--- config.mk ---
export PLATFORM = sky130hd
export DESIGN_NAME = kb_stream_fmt
export DESIGN_NICKNAME = d
export VERILOG_FILES = /design/src/rtl/kb_stream_fmt.sv
export SDC_FILE = /design/constraint.sdc
export NUM_CORES = 1
export LEC_CHECK = 0
export CORE_MARGIN = 2
export CORE_UTILIZATION = 50
export CTS_CLUSTER_SIZE = 14
export DETAILED_ROUTE_END_ITERATION = 12
export GPL_ROUTABILITY_DRIVEN = 0
export PLACE_DENSITY = 0.79
export SLEW_MARGIN = 10
export SYNTH_ARGS = -nofsm -noshare
export SYNTH_HDL_FRONTEND = slang
export SYNTH_SLANG_ARGS = --single-unit
--- constraint.sdc ---
create_clock -name clk -period 3.4 [get_ports clk]
set_input_delay 1.02 -clock clk [delete_from_list [all_inputs] [get_ports clk]]
set_output_delay 1.02 -clock clk [all_outputs]
set_load 0.02 [all_outputs]
--- src/rtl/kb_stream_fmt.sv ---
// Formats PS/2 scan codes into a UART character stream: an ASCII char or two hex digits, a
// separator, and an optional CR/LF every NL_EVERY keys. Break codes are filtered.
module kb_stream_fmt #(
  parameter int unsigned MODE         = 0,
  parameter logic [7:0]  SEP          = 8'h20,
  parameter int unsigned BREAK_FILTER = 1,
  parameter int unsigned NL_EVERY     = 16
) (
  input  logic       clk,
  input  logic       reset_n,
  input  logic       scan_done_tick,
  input  logic [7:0] scan_data,
  input  logic [7:0] ascii_code,
  input  logic       tx_full,
  output logic       wr_uart,
  output logic [7:0] w_data,
  output logic       busy,
  output logic [7:0] drop_count
);

  typedef enum logic [2:0] {StIdle, StCh0, StCh1, StSep, StCr, StLf} state_e;

  localparam logic [7:0] NlEvery = 8'(NL_EVERY);

  state_e     state_q, state_d;
  logic       break_pend_q, break_pend_d;
  logic [7:0] key_cnt_q, key_cnt_d;
  logic [7:0] code_q, code_d;
  logic [7:0] char_q, char_d;
  logic [7:0] drop_cnt_q, drop_cnt_d;
  logic [7:0] key_cnt_inc;

  function automatic logic [7:0] hex_digit(input logic [3:0] n);
    return (n < 4'd10) ? (8'h30 + {4'h0, n}) : (8'h37 + {4'h0, n});
  endfunction

  assign busy        = (state_q != StIdle);
  assign wr_uart     = busy && !tx_full;
  assign drop_count  = drop_cnt_q;
  assign key_cnt_inc = key_cnt_q + 8'd1;

  always_comb begin
    state_d      = state_q;
    break_pend_d = break_pend_q;
    key_cnt_d    = key_cnt_q;
    code_d       = code_q;
    char_d       = char_q;
    drop_cnt_d   = drop_cnt_q;
    w_data       = SEP;

    unique case (state_q)
      StIdle: begin
        if (scan_done_tick) begin
          if (scan_data == 8'hF0) begin
            break_pend_d = 1'b1;
          end else if ((scan_data == 8'hE0) && (MODE == 0)) begin
            break_pend_d = break_pend_q;
          end else if (break_pend_q && (BREAK_FILTER != 0)) begin
            break_pend_d = 1'b0;
          end else begin
            break_pend_d = 1'b0;
            code_d       = scan_data;
            char_d       = ascii_code;
            state_d      = StCh0;
          end
        end
      end
      StCh0: begin
        w_data = (MODE != 0) ? hex_digit(code_q[7:4]) : char_q;
        if (wr_uart) state_d = (MODE != 0) ? StCh1 : StSep;
      end
      StCh1: begin
        w_data = hex_digit(code_q[3:0]);
        if (wr_uart) state_d = StSep;
      end
      StSep: begin
        w_data = SEP;
        if (wr_uart) begin
          if ((NL_EVERY != 0) && (key_cnt_inc == NlEvery)) begin
            key_cnt_d = 8'd0;
            state_d   = StCr;
          end else begin
            key_cnt_d = key_cnt_inc;
            state_d   = StIdle;
          end
        end
      end
      StCr: begin
        w_data = 8'h0D;
        if (wr_uart) state_d = StLf;
      end
      StLf: begin
        w_data = 8'h0A;
        if (wr_uart) state_d = StIdle;
      end
      default: state_d = StIdle;
    endcase

    // Ticks arriving mid-emission are lost; only the saturating count records them.
    if (scan_done_tick && busy && (drop_cnt_q != 8'hFF)) begin
      drop_cnt_d = drop_cnt_q + 8'd1;
    end
  end

  always_ff @(posedge clk or negedge reset_n) begin
    if (!reset_n) begin
      state_q      <= StIdle;
      break_pend_q <= 1'b0;
      key_cnt_q    <= 8'd0;
      code_q       <= 8'd0;
      char_q       <= 8'd0;
      drop_cnt_q   <= 8'd0;
    end else begin
      state_q      <= state_d;
      break_pend_q <= break_pend_d;
      key_cnt_q    <= key_cnt_d;
      code_q       <= code_d;
      char_q       <= char_d;
      drop_cnt_q   <= drop_cnt_d;
    end
  end

endmodule

==> impl_metrics.csv, run 1 <==
group,metric,value,unit
grt,track_usage,19.56,%
clocking,root_buffer,"clkbuf_4",
sta,drv_slew,0,
placed_design,io_buffers,37,
sta,fin_skew,12.86,ps
run,max-cap-violations,0,
floorplan,io-pin-count,38,
sta,hold_violations,0,
grt,grt_max_degree,33,
critical_path,cp-end-kind,"primary output",
synth,synth_common_cells,"dfrtp_1, mux2_2, nand2_1, nor2_1",
synth,ys_seq_area_share,47.13,%
critical_path,cp-startpoint,"tx_full",
floorplan,start_util,51.32,%
synth,synth_top_area_share,47.13,%
floorplan,rows,21,
sta,worstMarginPinSlew,907.7,ps
clocking,cts_resized,0,
critical_path,crit_required,2380,ps
critical_path,cp_num_buf_inv,2,
drt,via_per_inst,5.413,
clocking,cts_buffer_depth,2,
finish,nNetsFinal,228,
sta,finalCriticalPeriod,3253,ps
sta,slew_headroom,39.16,%
drt,drtIter0Drc,60,
critical_path,reg2reg_from,"state_q[1]",
pwr,vdd_drop_max,525.1,µV
status,status,"finished clean",
clocking,clock_tree.htree_level_count,2,
pwr,total_power,0.001884,W
grt,grt_pass1_wl,5968,µm
clocking,cts_hold_buf,0,
synth,syn_inst,162,
critical_path,cp_max_fo,2,
pwr,power_leakage,0.9269,nW
drt,vias,1364,
synth,syn_avg_cell_area,10.49,µm²
critical_path,path_common_cell,"clkdlybuf4s50_1",
synth,yosys_warnings,0,
synth,syn-cell-area,1699,µm²
synth,yosys.area.top_type,"dfrtp_1",
clocking,path_clk_slew,100,ps
synth,synth_most_common_cell,"dfrtp_1",
worst_hold_path,hp-start,"key_cnt_q[6]",
floorplan,dieArea,3881,µm²
clocking,tritoncts,"built",
finish,n_fill_cell,275,
grt,antenna_found_initial,0,
finish,drive_above_1_share,14.56,%
sta,setup_violations,0,
clocking,clock_latency,330,ps
synth,synth_flop_cell,"dfrtp_1",
synth,async_flop_share,100.0,%
sta,fin_setup_tns,0,ps
grt,grt_overflow_total,0,
critical_path,cpPeakStageDelay,630,ps
drt,detail_route.wl_per_cell,13.82,µm
synth,yosysUniqueCellTypes,39,
synth,synth.area.top_cells,"dfrtp_1, mux2_2, xor2_1, xnor2_1, nand2_1",
synth,synth_edf_count,0,
placed_design,dp_hpwl,2548,µm
critical_path,path_cells,"clkdlybuf4s50_1, nor2_1, clkdlybuf4s50_1",
drt,dr.pass1.iters,4,
finish,area_delta_synth_final,29.23,%
grt,grt_pass1_vias,1360,
clocking,cts_setup_buffers,0,
clocking,cts.sinks,32,
sta,max_freq,0.3074,GHz
critical_path,start_kind,"primary input",
critical_path,cp_top_family,"buffers and inverters",
worst_hold_path,worstHoldPathType,"flip-flop to flip-flop",
drt,routed_wl,3482,µm
critical_path,crit_type,"primary input to primary output",
critical_path,worstPathArrival,2230,ps
drt,drc_errors,0,
floorplan,die_w,62.30,µm
clocking,numCtsBuffers,5,
floorplan,dieHeight,62.30,µm
critical_path,cpMaxStageDelayCell,"clkdlybuf4s50_1",
synth,synthesis.nets,185,
floorplan,core-area,3311,µm²
pwr,power_density,858.1,nW/µm²
drt,ant_nets,0,
finish,diodes,0,
sta,rsz0062_at_grt,"false",
sta,period_share,95.68,%
synth,ys_seq_elements,32,
==> layer usage <==
| metal | track usage [%] | vias to the layer above | share of wire (%) |
|---|---|---|---|
| met4 | 9.444 | 0 | 2.1 |
| met1 | 23.80 | 636 | 43 |
| met3 | 7.065 | 6 | 7.1 |
| met5 | 0 | - | 0 |
| li1 | - | 662 | - |
| met2 | 30.98 | 60 | 47 |
==> cell usage in the layout (no fill, tap or decap), types with 2 or more instances in the layout <==
| cell type | synthesis | routed |
|---|---|---|
| clkdlybuf4s50_1 | 0 | 37 |
| dfrtp_1 | 32 | 32 |
| mux2_2 | 14 | 14 |
| nor2_1 | 12 | 12 |
| nand2_1 | 12 | 12 |
| a21oi_1 | 8 | 8 |
| xor2_1 | 8 | 8 |
| xnor2_1 | 7 | 7 |
| nand3_1 | 7 | 7 |
| inv_1 | 6 | 6 |
| nor2b_1 | 5 | 5 |
| nor3_1 | 5 | 5 |
| clkbuf_4 | 0 | 5 |
| nand2b_1 | 4 | 4 |
| o22ai_1 | 4 | 4 |
| o21ai_0 | 4 | 4 |
| nand4_1 | 4 | 4 |
| ha_1 | 3 | 3 |
| buf_4 | 0 | 3 |
| and2b_1 | 2 | 2 |
| a31oi_1 | 2 | 2 |
==> cell families after synthesis <==
family	Yosys count	share of synthesized area (%)
AND/OR/NAND/NOR	60	19.51
flip-flops	32	47.13
AO/OA/AOI/OAI	26	9.868
XOR/XNOR	15	7.732
multiplexers	15	9.867
buffers and inverters	10	3.093
adder cells (fa/ha/maj)	4	2.798
==> stage by stage <==
| stage | worst slack [ps] | instance area [µm²] | hold WS, ps | utilization (%) | std cells |
|---|---|---|---|---|---|
| floorplan | 1067 | 1699 | 467.7 | - | 162 |
| CTS | 142.8 | 2196 | 502.5 | 66.33 | 252 |
| finish | 146.8 | 2196 | 502.4 | 66.33 | 252 |
| global route | 45.47 | 2196 | 523.2 | 66.33 | 252 |
| detailed placement | 162.6 | 2120 | 487.7 | 64.02 | 244 |
| global placement | 139.0 | 2120 | 484.5 | 64.02 | 244 |
==> path summary, 6_finish.rpt <==
kind,to,slack [ps],cells after the start
min reg2reg,key_cnt_q[6],500,1
min in group asynchronous,state_q[2],1080,2
max reg2reg,code_q[0],1160,5
max in group asynchronous,drop_count[7],2030,2
max,wr_uart,150,3
min,key_cnt_q[6],500,1
==> cell type report <==
cell class | count | area [µm²] | share of cell area [%]
Multi-Input combinational cell | 120 | 845.8 | 38.52
Clock inverter | 2 | 35.03 | 1.595
Sequential cell | 32 | 800.8 | 36.47
Inverter | 6 | 22.52 | 1.026
Timing Repair Buffer | 40 | 392.9 | 17.89
Clock buffer | 6 | 41.29 | 1.880
Tap cell | 46 | 57.56 | 2.621
==> flip-flops by register name, indices dropped and copies added, names as in the netlist <==
name and flops:
key_cnt_q 8, code_q 4, char_q 8, drop_count 8, break_pend_q 1, state_q 3
==> power by group <==
| part | switching, W | internal (W) | leakage (nW) |
|---|---|---|---|
| Combinational | 0.000430 | 0.000466 | 0.496 |
| Clock | 0.000123 | 0.000154 | 0.0422 |
| Sequential | 0.000177 | 0.000535 | 0.389 |
| Total | 0.000730 | 0.00115 | 0.927 |
Note: power is estimated with default switching activity, not from simulation.
==> inputs of run 2 (changes only) <==
--- a/config.mk
+++ b/config.mk
@@ -5,6 +5,7 @@
 export SDC_FILE = /design/constraint.sdc
 export NUM_CORES = 1
 export LEC_CHECK = 0
+export CAP_MARGIN = 20
 export CORE_MARGIN = 2
 export CORE_UTILIZATION = 50
 export CTS_CLUSTER_SIZE = 14
==> results of run 2 <==
Same layout as run 1: the final DEF is identical, and so are final timing and power.
==> inputs of run 3 (changes only) <==
--- a/config.mk
+++ b/config.mk
@@ -8,6 +8,7 @@
 export CAP_MARGIN = 20
 export CORE_MARGIN = 2
 export CORE_UTILIZATION = 50
+export CTS_CLUSTER_DIAMETER = 30
 export CTS_CLUSTER_SIZE = 14
 export DETAILED_ROUTE_END_ITERATION = 12
 export GPL_ROUTABILITY_DRIVEN = 0
==> results of run 3 <==
Same layout as run 1: the final DEF is identical, and so are final timing and power.
